File: config.mk
export PLATFORM = sky130hd
export DESIGN_NAME = timer_display_decoder_flat
export DESIGN_NICKNAME = d
export VERILOG_FILES = /design/src/rtl/timer_display_decoder_if.sv /design/src/rtl/timer_display_decoder.sv /design/src/flat_wrapper.sv
export SDC_FILE = /design/constraint.sdc
export NUM_CORES = 1
export LEC_CHECK = 0
export CAP_MARGIN = 5
export CELL_PAD_IN_SITES_DETAIL_PLACEMENT = 1
export CELL_PAD_IN_SITES_GLOBAL_PLACEMENT = 1
export CORE_UTILIZATION = 48
export CTS_BUF_LIST = sky130_fd_sc_hd__clkbuf_16
export CTS_CLUSTER_DIAMETER = 100
export CTS_CLUSTER_SIZE = 30
export DETAILED_ROUTE_END_ITERATION = 12
export GPL_ROUTABILITY_DRIVEN = 0
export PLACE_DENSITY = 0.93
export SETUP_SLACK_MARGIN = 0.02
export SYNTH_ARGS = -nofsm -noshare
export SYNTH_HDL_FRONTEND = slang
export SYNTH_SLANG_ARGS = --single-unit
File: constraint.sdc
create_clock -name frame_clk -period 2.8 [get_ports frame_clk]
set_input_delay 0.56 -clock frame_clk [delete_from_list [all_inputs] [get_ports frame_clk]]
set_output_delay 0.56 -clock frame_clk [all_outputs]
set_load 0.01 [all_outputs]
File: src/rtl/timer_display_decoder_if.sv
// timer_display_decoder_if
//   Bundles the countdown-timer sample, game-state inputs and the HUD-facing
//   digit/flag outputs of timer_display_decoder.
//   master: the timer/HUD side (drives clock_time, lose_game, win_game)
//   slave : the decoder (drives digits, digits_valid, busy and HUD flags)
interface timer_display_decoder_if;
    logic [7:0] clock_time;
    logic       lose_game;
    logic       win_game;
    logic [1:0] bcd_hundreds;
    logic [3:0] bcd_tens;
    logic [3:0] bcd_ones;
    logic       digits_valid;
    logic       busy;
    logic       low_time;
    logic       blink_on;
    logic       time_expired;
    logic [2:0] digit_blank;

    modport master (
        output clock_time, lose_game, win_game,
        input  bcd_hundreds, bcd_tens, bcd_ones, digits_valid, busy,
               low_time, blink_on, time_expired, digit_blank
    );

    modport slave (
        input  clock_time, lose_game, win_game,
        output bcd_hundreds, bcd_tens, bcd_ones, digits_valid, busy,
               low_time, blink_on, time_expired, digit_blank
    );
endinterface

File: src/rtl/timer_display_decoder.sv
// timer_display_decoder
//   Samples the 8-bit binary countdown value, converts it serially
//   (shift-and-add-3, 8 shifts) into registered BCD digits for the HUD,
//   and drives the low-time blink and time-expired flags.
// Ports:
//   frame_clk       frame clock, rising edge
//   game_restart_n  asynchronous active-low reset
//   bus (slave)     clock_time/lose_game/win_game in;
//                   bcd_hundreds/tens/ones, digits_valid, busy, low_time,
//                   blink_on, time_expired, digit_blank out
// Optional feature macro: TIMER_LEADING_ZERO_BLANK_EN
//   defined  : digit_blank registered at DONE (leading-zero blanking)
//   undefined: digit_blank tied to 3'b000
module timer_display_decoder #(
    parameter logic [7:0] LOW_THRESH   = 8'd10,
    parameter logic [7:0] BLINK_FRAMES = 8'd15
) (
    input  logic                    frame_clk,
    input  logic                    game_restart_n,
    timer_display_decoder_if.slave  bus
);

    typedef enum logic [1:0] {IDLE, SHIFT, DONE} state_t;

    state_t     state_q, state_d;
    logic [7:0] work_q, work_d;
    logic [9:0] acc_q, acc_d;
    logic [2:0] cnt_q, cnt_d;
    logic [7:0] last_q, last_d;
    logic       pend_q, pend_d;
    logic [1:0] hund_q, hund_d;
    logic [3:0] tens_q, tens_d;
    logic [3:0] ones_q, ones_d;
    logic       valid_q, valid_d;
    logic       low_q, low_d;
    logic       exp_q, exp_d;
    logic       blink_q, blink_d;
    logic [7:0] bcnt_q, bcnt_d;
    logic [9:0] acc_adj;
    logic       blink_hold;
`ifdef TIMER_LEADING_ZERO_BLANK_EN
    logic [2:0] blank_q, blank_d;
`endif

    always_comb begin
        state_d = state_q;
        work_d  = work_q;
        acc_d   = acc_q;
        cnt_d   = cnt_q;
        last_d  = last_q;
        pend_d  = pend_q;
        hund_d  = hund_q;
        tens_d  = tens_q;
        ones_d  = ones_q;
        valid_d = 1'b0;
        low_d   = low_q;
        exp_d   = exp_q;
`ifdef TIMER_LEADING_ZERO_BLANK_EN
        blank_d = blank_q;
`endif

        // Add-3 correction on the ones and tens nibbles before each shift
        acc_adj = acc_q;
        if (acc_q[3:0] >= 4'd5) acc_adj[3:0] = acc_q[3:0] + 4'd3;
        if (acc_q[7:4] >= 4'd5) acc_adj[7:4] = acc_q[7:4] + 4'd3;

        case (state_q)
            IDLE: begin
                if (pend_q || (bus.clock_time != last_q)) begin
                    work_d  = bus.clock_time;
                    last_d  = bus.clock_time;
                    pend_d  = 1'b0;
                    acc_d   = '0;
                    cnt_d   = '0;
                    state_d = SHIFT;
                end
            end
            SHIFT: begin
                {acc_d, work_d} = {acc_adj, work_q} << 1;
                cnt_d = cnt_q + 3'd1;
                if (cnt_q == 3'd7) state_d = DONE;
            end
            DONE: begin
                hund_d  = acc_q[9:8];
                tens_d  = acc_q[7:4];
                ones_d  = acc_q[3:0];
                valid_d = 1'b1;
                // last_q still holds the value just converted
                low_d   = (last_q <= LOW_THRESH);
                exp_d   = (last_q == 8'd0);
`ifdef TIMER_LEADING_ZERO_BLANK_EN
                blank_d = {acc_q[9:8] == 2'd0,
                           (acc_q[9:8] == 2'd0) && (acc_q[7:4] == 4'd0),
                           1'b0};
`endif
                state_d = IDLE;
            end
            default: state_d = IDLE;
        endcase

        // Forcing also applies on the edge where low_time is being cleared,
        // so a coincident counter wrap cannot leave the digits hidden.
        blink_hold = !low_q || !low_d || bus.lose_game || bus.win_game;
        if (blink_hold) begin
            bcnt_d  = '0;
            blink_d = 1'b1;
        end else if (bcnt_q == BLINK_FRAMES - 8'd1) begin
            bcnt_d  = '0;
            blink_d = !blink_q;
        end else begin
            bcnt_d  = bcnt_q + 8'd1;
            blink_d = blink_q;
        end
    end

    always_ff @(posedge frame_clk or negedge game_restart_n) begin
        if (!game_restart_n) begin
            state_q <= IDLE;
            work_q  <= '0;
            acc_q   <= '0;
            cnt_q   <= '0;
            last_q  <= '0;
            pend_q  <= 1'b1;
            hund_q  <= '0;
            tens_q  <= '0;
            ones_q  <= '0;
            valid_q <= 1'b0;
            low_q   <= 1'b0;
            exp_q   <= 1'b0;
            blink_q <= 1'b1;
            bcnt_q  <= '0;
`ifdef TIMER_LEADING_ZERO_BLANK_EN
            blank_q <= '0;
`endif
        end else begin
            state_q <= state_d;
            work_q  <= work_d;
            acc_q   <= acc_d;
            cnt_q   <= cnt_d;
            last_q  <= last_d;
            pend_q  <= pend_d;
            hund_q  <= hund_d;
            tens_q  <= tens_d;
            ones_q  <= ones_d;
            valid_q <= valid_d;
            low_q   <= low_d;
            exp_q   <= exp_d;
            blink_q <= blink_d;
            bcnt_q  <= bcnt_d;
`ifdef TIMER_LEADING_ZERO_BLANK_EN
            blank_q <= blank_d;
`endif
        end
    end

    assign bus.bcd_hundreds = hund_q;
    assign bus.bcd_tens     = tens_q;
    assign bus.bcd_ones     = ones_q;
    assign bus.digits_valid = valid_q;
    assign bus.busy         = (state_q != IDLE);
    assign bus.low_time     = low_q;
    assign bus.time_expired = exp_q;
    assign bus.blink_on     = blink_q;
`ifdef TIMER_LEADING_ZERO_BLANK_EN
    assign bus.digit_blank  = blank_q;
`else
    assign bus.digit_blank  = 3'b000;
`endif

endmodule

File: src/flat_wrapper.sv
// flat-port wrapper written by rule: the top's interface ports become plain ports
module timer_display_decoder_flat 
#(
    parameter logic [7:0] LOW_THRESH   = 8'd10,
    parameter logic [7:0] BLINK_FRAMES = 8'd15
)
  (frame_clk, game_restart_n, bus_clock_time, bus_lose_game, bus_win_game, bus_bcd_hundreds, bus_bcd_tens, bus_bcd_ones, bus_digits_valid, bus_busy, bus_low_time, bus_blink_on, bus_time_expired, bus_digit_blank);
  timer_display_decoder_if bus_i ();
  input  logic frame_clk;
  input  logic game_restart_n;
  input wire logic [$bits(bus_i.clock_time)-1:0] bus_clock_time;
  input wire logic [$bits(bus_i.lose_game)-1:0] bus_lose_game;
  input wire logic [$bits(bus_i.win_game)-1:0] bus_win_game;
  output wire logic [$bits(bus_i.bcd_hundreds)-1:0] bus_bcd_hundreds;
  output wire logic [$bits(bus_i.bcd_tens)-1:0] bus_bcd_tens;
  output wire logic [$bits(bus_i.bcd_ones)-1:0] bus_bcd_ones;
  output wire logic [$bits(bus_i.digits_valid)-1:0] bus_digits_valid;
  output wire logic [$bits(bus_i.busy)-1:0] bus_busy;
  output wire logic [$bits(bus_i.low_time)-1:0] bus_low_time;
  output wire logic [$bits(bus_i.blink_on)-1:0] bus_blink_on;
  output wire logic [$bits(bus_i.time_expired)-1:0] bus_time_expired;
  output wire logic [$bits(bus_i.digit_blank)-1:0] bus_digit_blank;
  assign bus_i.clock_time = bus_clock_time;
  assign bus_i.lose_game = bus_lose_game;
  assign bus_i.win_game = bus_win_game;
  assign bus_bcd_hundreds = bus_i.bcd_hundreds;
  assign bus_bcd_tens = bus_i.bcd_tens;
  assign bus_bcd_ones = bus_i.bcd_ones;
  assign bus_digits_valid = bus_i.digits_valid;
  assign bus_busy = bus_i.busy;
  assign bus_low_time = bus_i.low_time;
  assign bus_blink_on = bus_i.blink_on;
  assign bus_time_expired = bus_i.time_expired;
  assign bus_digit_blank = bus_i.digit_blank;
  timer_display_decoder #(.LOW_THRESH(LOW_THRESH), .BLINK_FRAMES(BLINK_FRAMES)) u_core (.frame_clk(frame_clk), .game_restart_n(game_restart_n), .bus(bus_i));
endmodule
After elaboration in Yosys (flattened, before gate mapping)
Cells that the tools add are included.
{"block": "totals", "reg_bits": 54, "elab_cells": 60}
{"block": "classes", "n_addsub": 4, "magnitude_cmp": 3, "eq_ne": 7, "mux": 17, "reduce_logical": 15}
{"operator": "2-to-1 mux 8 bit", "count": 3}
{"operator": "case mux 10 bit (2 select lines)", "count": 1}
{"operator": "case mux 8 bit (2 select lines)", "count": 1}
{"operator": "2-to-1 mux 10 bit", "count": 1}
{"operator": "adder 4 x 2 -> 4 bit (second input constant)", "count": 2}
{"operator": "adder 8 x 1 -> 8 bit (second input constant)", "count": 1}
{"operator": "== test 8 x 4 -> 1 bit (second input constant)", "count": 1}
{"operator": ">= comparator 4 x 3 -> 1 bit (second input constant)", "count": 2}
{"operator": "less-or-equal comparator 8 x 4 -> 1 bit (second input constant)", "count": 1}
{"operator": "zero test 8 bit", "count": 1}
{"operator": "2-to-1 mux 4 bit", "count": 2}
{"operator": "!= test 8 bit", "count": 1}
{"operator": "case mux 3 bit (2 select lines)", "count": 1}
{"operator": "AND reduction 2 bit", "count": 3}
{"operator": "nonzero test 2 bit", "count": 3}
{"operator": "logical OR 1 bit", "count": 4}
{"operator": "2-to-1 mux 1 bit", "count": 4}
{"operator": "2-to-1 mux 2 bit", "count": 2}
{"operator": "!= test 2 x 1 -> 1 bit (second input constant)", "count": 2}
{"operator": "case mux 2 bit (2 select lines)", "count": 1}
{"operator": "adder 3 x 1 -> 3 bit (second input constant)", "count": 1}
{"operator": "== test 3 bit (second input constant)", "count": 1}
{"operator": "zero test 1 bit", "count": 3}
{"operator": "2-to-1 mux 3 bit", "count": 1}
{"operator": "3 further kinds", "count": 3}

Depth between registers and ports, before layout
Gate-level depths: netlist of run 1.
{"block": "logic_depth", "word_depth": 7, "mapped_depth": 6}

Worst setup path after synthesis of run 1
Ideal clock, no wire load.
{"block": "synth_timing", "path_type": "input to register", "start": "in bus_clock_time[7]", "end": "reg u_core.work_q[0]", "arrival_ns": 1.907, "required_time_ns": 2.674, "path_slack_ns": 0.767, "path_stages": 5, "path_cell_list": "xor2_1 or3_4 o31a_1 buf_6 a221o_1"}
{"block": "synth_between", "elab_chain_cells": 4}
{"item": "start: declaration", "line": "flat_wrapper.sv:11", "text": "input wire logic [$bits(bus_i.clock_time)-1:0] bus_clock_time;"}
{"item": "!= test 8 bit", "line": "timer_display_decoder.sv:69", "text": "if (pend_q || (bus.clock_time != last_q)) begin"}
{"item": "logical OR 1 bit", "line": "timer_display_decoder.sv:69"}
{"item": "!= test 2 x 1 -> 1 bit (no source line)"}
{"item": "AND reduction 2 bit (no source line)"}
{"item": "end signal: assignment", "line": "timer_display_decoder.sv:137", "text": "work_q <= work_d;"}
{"item": "end: declaration", "line": "timer_display_decoder.sv:26", "text": "logic [7:0] work_q, work_d;"}
No other way between the ends.
A chain may end at the register's enable or synchronous reset.

Worst setup path in the final report of run 1
{"block": "layout_timing", "start": "in bus_clock_time[3]", "end": "reg u_core.work_q[5]"}
Same word-level chain as after synthesis.

==> results of run 1 <==
[per-layer routing]
layer	vias to the layer above	track usage, %	routed length (um)
met3	6	4.19	140
met1	989	30.3	2660
met2	37	39.4	3180
li1	904	-	-
met4	0	5.58	77
met5	-	0	0
[through the flow]
step,util (%),total power (uW)
after floorplan,-,2190
after global placement,57.7,2550
after detailed placement,57.7,2660
after CTS,60.3,3300
after global routing,60.3,3510
final,60.3,3270
[worst max-delay path, cell delays in order]
cell and delay (ns):
clkdlybuf4s50_1 0.49, xor2_1 0.21, or3_1 0.40, o31a_1 0.49
a221o_1 0.42
[placed cells by master (no fill, tap or decap), types with 2 or more instances in the layout]
cell and instances:
nand3_1 2, clkdlybuf4s50_1 25, mux2_1 3, xor2_1 7, dfstp_2 2, nand2_1 14, nand2b_1 6, o21ai_0 10
nor2b_1 10, clkinv_1 3, xnor2_1 9, a21oi_1 5, or4_1 2, clkbuf_16 5, mux2_2 11, a221o_1 6
ha_1 8, dfrtp_1 52, a21o_1 2, nor3_1 11, and2_1 3, mux2i_1 2, nor2_1 9, a22o_1 18
buf_4 7, inv_1 10, nand4_1 4, a211oi_1 4, conb_1 3
[cells by family after synthesis]
group                    Yosys count  synth area share [%]
AO/OA/AOI/OAI                     52                  15.3
XOR/XNOR                          16                  5.30
adder cells (fa/ha/maj)            8                  3.79
buffers and inverters             22                  3.88
flip-flops                        54                  51.2
multiplexers                      16                  6.72
other                              1                 0.142
AND/OR/NAND/NOR                   67                  13.6
[worst max path at each step]
stage	startpoint	end	slack, ns	depth (start not counted)
after floorplan	bus_clock_time[7]	u_core.work_q[0]$_DFFE_PN0P_	0.77	5
after CTS	bus_clock_time[3]	u_core.work_q[5]$_DFFE_PN0P_	0.40	5
after detailed placement	bus_clock_time[3]	u_core.work_q[5]$_DFFE_PN0P_	0.10	5
final	bus_clock_time[3]	u_core.work_q[5]$_DFFE_PN0P_	0.40	5
after global routing	bus_clock_time[3]	u_core.work_q[4]$_DFFE_PN0P_	0.34	5
after global placement	bus_clock_time[3]	u_core.work_q[1]$_DFFE_PN0P_	0.18	5
[flip-flops by register name, summed over array words and instances, names as in the netlist]
register	cells
u_core.state_q	2
u_core.bus.blink_on	1
u_core.bus.bcd_tens	4
u_core.bcnt_q	8
u_core.bus.digits_valid	1
u_core.bus.low_time	1
u_core.bus.bcd_hundreds	2
u_core.work_q	8
u_core.acc_q	10
u_core.last_q	8
u_core.cnt_q	3
u_core.bus.bcd_ones	4
u_core.pend_q	1
u_core.bus.time_expired	1
[where the power goes]
group          internal (uW)  total [uW]  switching, uW  leakage [uW]
clock network            323         594            271     0.0000663
logic                    702        1370            670      0.000632
registers               1060        1300            246      0.000689
[final cells by class]
cell class	instances	area [sq um]
tap	70	87.6
inverter	10	37.5
multi-input combinational	162	1190
clock buffer	5	125
clock inverter	3	11.3
timing repair buffer	34	328
fill	563	2070
sequential	54	1350
==> run metrics, run 1 <==
outcome finished clean; Rows 26; register area share after synthesis between 50% and 60%; CTS tree yes; Mean Syn Cell Area approximately 11 sq um; DR WL/cell 17.9 um; Post-Synthesis Cells 236; top_reg_cell synth dfrtp_1; Critical Path Start Type input port; #FFs+latches synth 54; fin. max-slew vios 0; die height 76.2 um; nets 287; pwr/cell area roughly 1000 nW/um^2; max-cap viol count 0; residual DRC count 0; TritonCTS buffer count 5; share of cells above drive strength 1 between 10% and 20%; Final setup viols 0; Final HPWL DP 4190 um; vias per cell 5.73; Initial Util 50.8%; clock transition at the registers of the reported paths approximately 0.07 ns; FFs w/ async S/R, synth 100%; cell area after synthesis 2640 sq um; peak supply drop approximately 0.43 mV; post-cts resize count 0; Tightest Hold Check Type in2async; worst r2r dst u_core.bcnt_q[2]$_DFF_PN0_; total track usage 23.0%; Via Count 1936; Layout Cells excl Fill between 300 and 400; R2R Setup Slk 0.59 ns; reg2reg path depth 4; post-route cell area between 3000 and 4000 sq um; Ports 30; Min Clock Period, post-route between 2 and 2.5 ns; DIE WIDTH 76.2 um; clock tree buffer depth 2; Reg-to-Reg Start u_core.last_q[5]$_DFFE_PN0P_; area share of the largest cell type after synthesis 49.2%; GRT overflow 0; Synth area leader dfrtp_1; top cells by count, synth dfrtp_1 (52), a22o_1 (18), nand2_1 (14); library cells used by synthesis between 40 and 50; die area slightly below 6000 sq um; number of hold buffers added after cts 0; crit-path max FO 13; fin crit share 85.9%; initial antenna violation count 0; routed wire length about 6100 um; Synth Warn # 0; H-tree lvl count 2; global-route wire length before repair between 10000 and 15000 um; Pre-antenna DRT Iters 4; ANT nets after route 0; final worst clock skew 0.00479 ns; CP Capture Type register; CP arrival roughly 2.6 ns; Slew HR ~52%; diode count 0; Post-synth EDFFs 0; Post-CTS Setup Inserts 0; Hold WS 0.0510 ns; Root Driver clkbuf_16; post-route setup TNS 0 ns; RSZ-0062 raised after global routing false; drt initial violations 56; CP required 2.97 ns; vias in the first global route roughly 2000; maximum number of pins on one net before global-route repair 54; Placeable Area 5200 sq um; critical path class in2reg; synth top area cells dfrtp_1 (49%), a22o_1 (6.0%), mux2_2 (4.7%); placed cell count between 300 and 400; most common cell in the netlist dfrtp_1; Worst-Margin Slew 0.712 ns; Post-DP Area 3000 sq um; Pleak 0.00139 uW; Final Hold Fails 0; clock tree sinks between 50 and 60; Area Growth Syn to Fin 18.7%; Fmax around 0.42 GHz; crit path setup slack, layout 0.395 ns; Port Buf Inserts 26; setup slack at placement 0.103 ns; Skew-Pair Late Insertion Delay 0.29 ns
Note: power is estimated with default switching activity, not from simulation.
==> run 2, diff against run 1 <==
--- a/config.mk
+++ b/config.mk
@@ -19,3 +19,4 @@
 export SYNTH_ARGS = -nofsm -noshare
 export SYNTH_HDL_FRONTEND = slang
 export SYNTH_SLANG_ARGS = --single-unit
+export TNS_END_PERCENT = 20
==> constraint.sdc (replaced) <==
create_clock -name frame_clk -period 2.8 [get_ports frame_clk]
set_input_delay 0.7 -clock frame_clk [delete_from_list [all_inputs] [get_ports frame_clk]]
set_output_delay 0.7 -clock frame_clk [all_outputs]
set_load 0.01 [all_outputs]
==> run metrics, run 2 (same netlist as run 1, synthesis figures left out) <==
Top Usage Layer GRT met2; Root Driver clkbuf_16; Rows 26 (unchanged); fin crit share 90.3% (+4.4 points); peak supply drop 0.477 mV (+12%); maximum number of pins on one net before global-route repair 55 (+1.9%); Fill cells 567 (+0.71%); Final HPWL DP 4490 um (+7.0%); global-route wire length before repair 10600 um (+1.7%); share of cells above drive strength 1 12.2% (+1.4 points); Post-DP Area 3020 sq um (+0.75%); final worst clock skew 0.00389 ns (-0.000899 ns); critical path class in2reg; fin. max-slew vios 0 (unchanged); most frequent cells in the layout dfrtp_1 (52), clkdlybuf4s50_1 (25), a22o_1 (18); worst stage delay on the critical path 0.50 ns (about the same); total track usage 23.5% (+0.51 points); initial antenna violation count 0 (unchanged); GR Util met1 27.3% (-3.0 points); Pre-antenna DRT Iters 4 (unchanged); met3 GRT Util 4.91% (+0.72 points); Post-CTS Setup Inserts 0 (unchanged); met2 Use GR 42.3% (+2.9 points); post-cts resize count 0 (unchanged); DR WL/cell 18.1 um (+0.92%); TritonCTS buffer count 5 (unchanged); routed wire length 6170 um (+1.8%); die area 5810 sq um (unchanged); vias per cell 5.81 (+1.4%); most common cell after layout, fill and taps aside dfrtp_1; H-tree lvl count 2 (unchanged); CP arrival 2.70 ns (+0.12 ns); clock tree sinks 54 (unchanged); CP Capture Type register; Final Hold Fails 0 (unchanged); outcome finished clean; Hold WS 0.396 ns (+0.345 ns); Via Count 1981 (+2.3%); pwr/cell area 1040 nW/um^2 (about the same); max reg flops 10 (unchanged); Critical Path Start Type input port; nets 290 (+1.0%); Placeable Area 5200 sq um (unchanged); DIE WIDTH 76.2 um (unchanged); placed cell count 333 (+0.91%); Fmax 0.396 GHz (-4.9%); Initial Util 50.8% (unchanged); Port Buf Inserts 26 (unchanged); Skew-Pair Late Insertion Delay 0.29 ns (about the same); vias in the first global route 2200 (+7.8%); die height 76.2 um (unchanged); Layout Cells excl Fill 341 (+0.89%); Final setup viols 0 (unchanged); crit-path max FO 13 (unchanged); Reg with most FFs u_core.acc_q; crit path cell chain clkdlybuf4s50_1 > nor2b_1 > or3_1 > o31a_1 > a221o_1; RSZ-0062 raised after global routing false; Worst-Margin Slew 0.688 ns (-0.0243 ns); Post-Route Utilization 60.7% (+0.46 points); residual DRC count 0 (unchanged); Tightest Hold Check Type in2async; Pleak 0.00141 uW (+1.5%); CP max stage cell o31a_1; Min Clock Period, post-route 2.53 ns (+0.123 ns); GRT overflow 0 (unchanged); setup slack at placement -0.0150 ns (-0.118 ns); post-route cell area 3160 sq um (+0.76%); ANT nets after route 0 (unchanged); CTS tree yes; crit path setup slack, layout 0.272 ns (-0.123 ns); number of hold buffers added after cts 0 (unchanged); CP required 2.97 ns (about the same); Area Growth Syn to Fin 19.6%; clock tree buffer depth 2 (unchanged); diode count 0 (unchanged); drt initial violations 91 (+63%); clock transition at the registers of the reported paths 0.06 ns (about the same); max-cap viol count 0 (unchanged); Slew HR 53.9% (+1.6 points); Ports 30 (unchanged)
[run 2: changes by cell type in the layout (fill, tap and decap cells not counted), sizes merged]
| cell | before | now |
|---|---|---|
| buf | 9 | 12 |
| clkinv | 3 | 2 |
| inv | 10 | 11 |
[run 2: path summary, 6_finish.rpt]
check                                                   startpoint                                  to  slack (ns)  depth (start not counted)
worst max-delay path                             bus_clock_time[5]        u_core.work_q[5]$_DFFE_PN0P_        0.27                          5
worst min-delay path                                game_restart_n         u_core.acc_q[6]$_DFFE_PN0P_        0.40                          2
worst max register to register        u_core.last_q[5]$_DFFE_PN0P_          u_core.bcnt_q[0]$_DFF_PN0_        0.63                          4
worst min register to register  u_core.bus.bcd_tens[0]$_DFFE_PN0P_  u_core.bus.bcd_tens[0]$_DFFE_PN0P_        0.48                          2
max in group asynchronous                           game_restart_n           u_core.pend_q$_DFFE_PN1P_        2.11                          2
min in group frame_clk          u_core.bus.bcd_tens[0]$_DFFE_PN0P_  u_core.bus.bcd_tens[0]$_DFFE_PN0P_        0.48                          2
[run 2: metal layers]
metal	vias to the layer above	share of wire [%]
met1	1017	41
met5	-	0
met3	17	2.5
met4	0	2.8
met2	36	54
li1	911	-
[run 2: final cells by class]
type	instances	area [sq um]	area share (%)
sequential	54	1350	42.8
multi-input combinational	162	1190	37.8
timing repair buffer	37	350	11.1
clock buffer	5	125	3.96
tap	70	87.6	2.77
inverter	10	37.5	1.19
clock inverter	3	12.5	0.396
[run 2: critical path, delay by kind of cell]
family                 cells  cell delay [ns]
buffers and inverters      1             0.46
AOI/OAI and AO/OA          2             0.92
and+or+nand+nor            2             0.62
[run 2: power breakdown]
part	switching [uW]	internal, uW	leakage, uW
registers	240	1060	0.000689
logic	691	721	0.000646
clock network	264	324	0.0000724
[run 2: metrics by stage]
stage | TNS, ns | power, uW
floorplan | 0 | 2190
global placement | 0 | 2570
detailed placement | -0.0615 | 2710
CTS | 0 | 3320
global route | 0 | 3520
finish | 0 | 3300
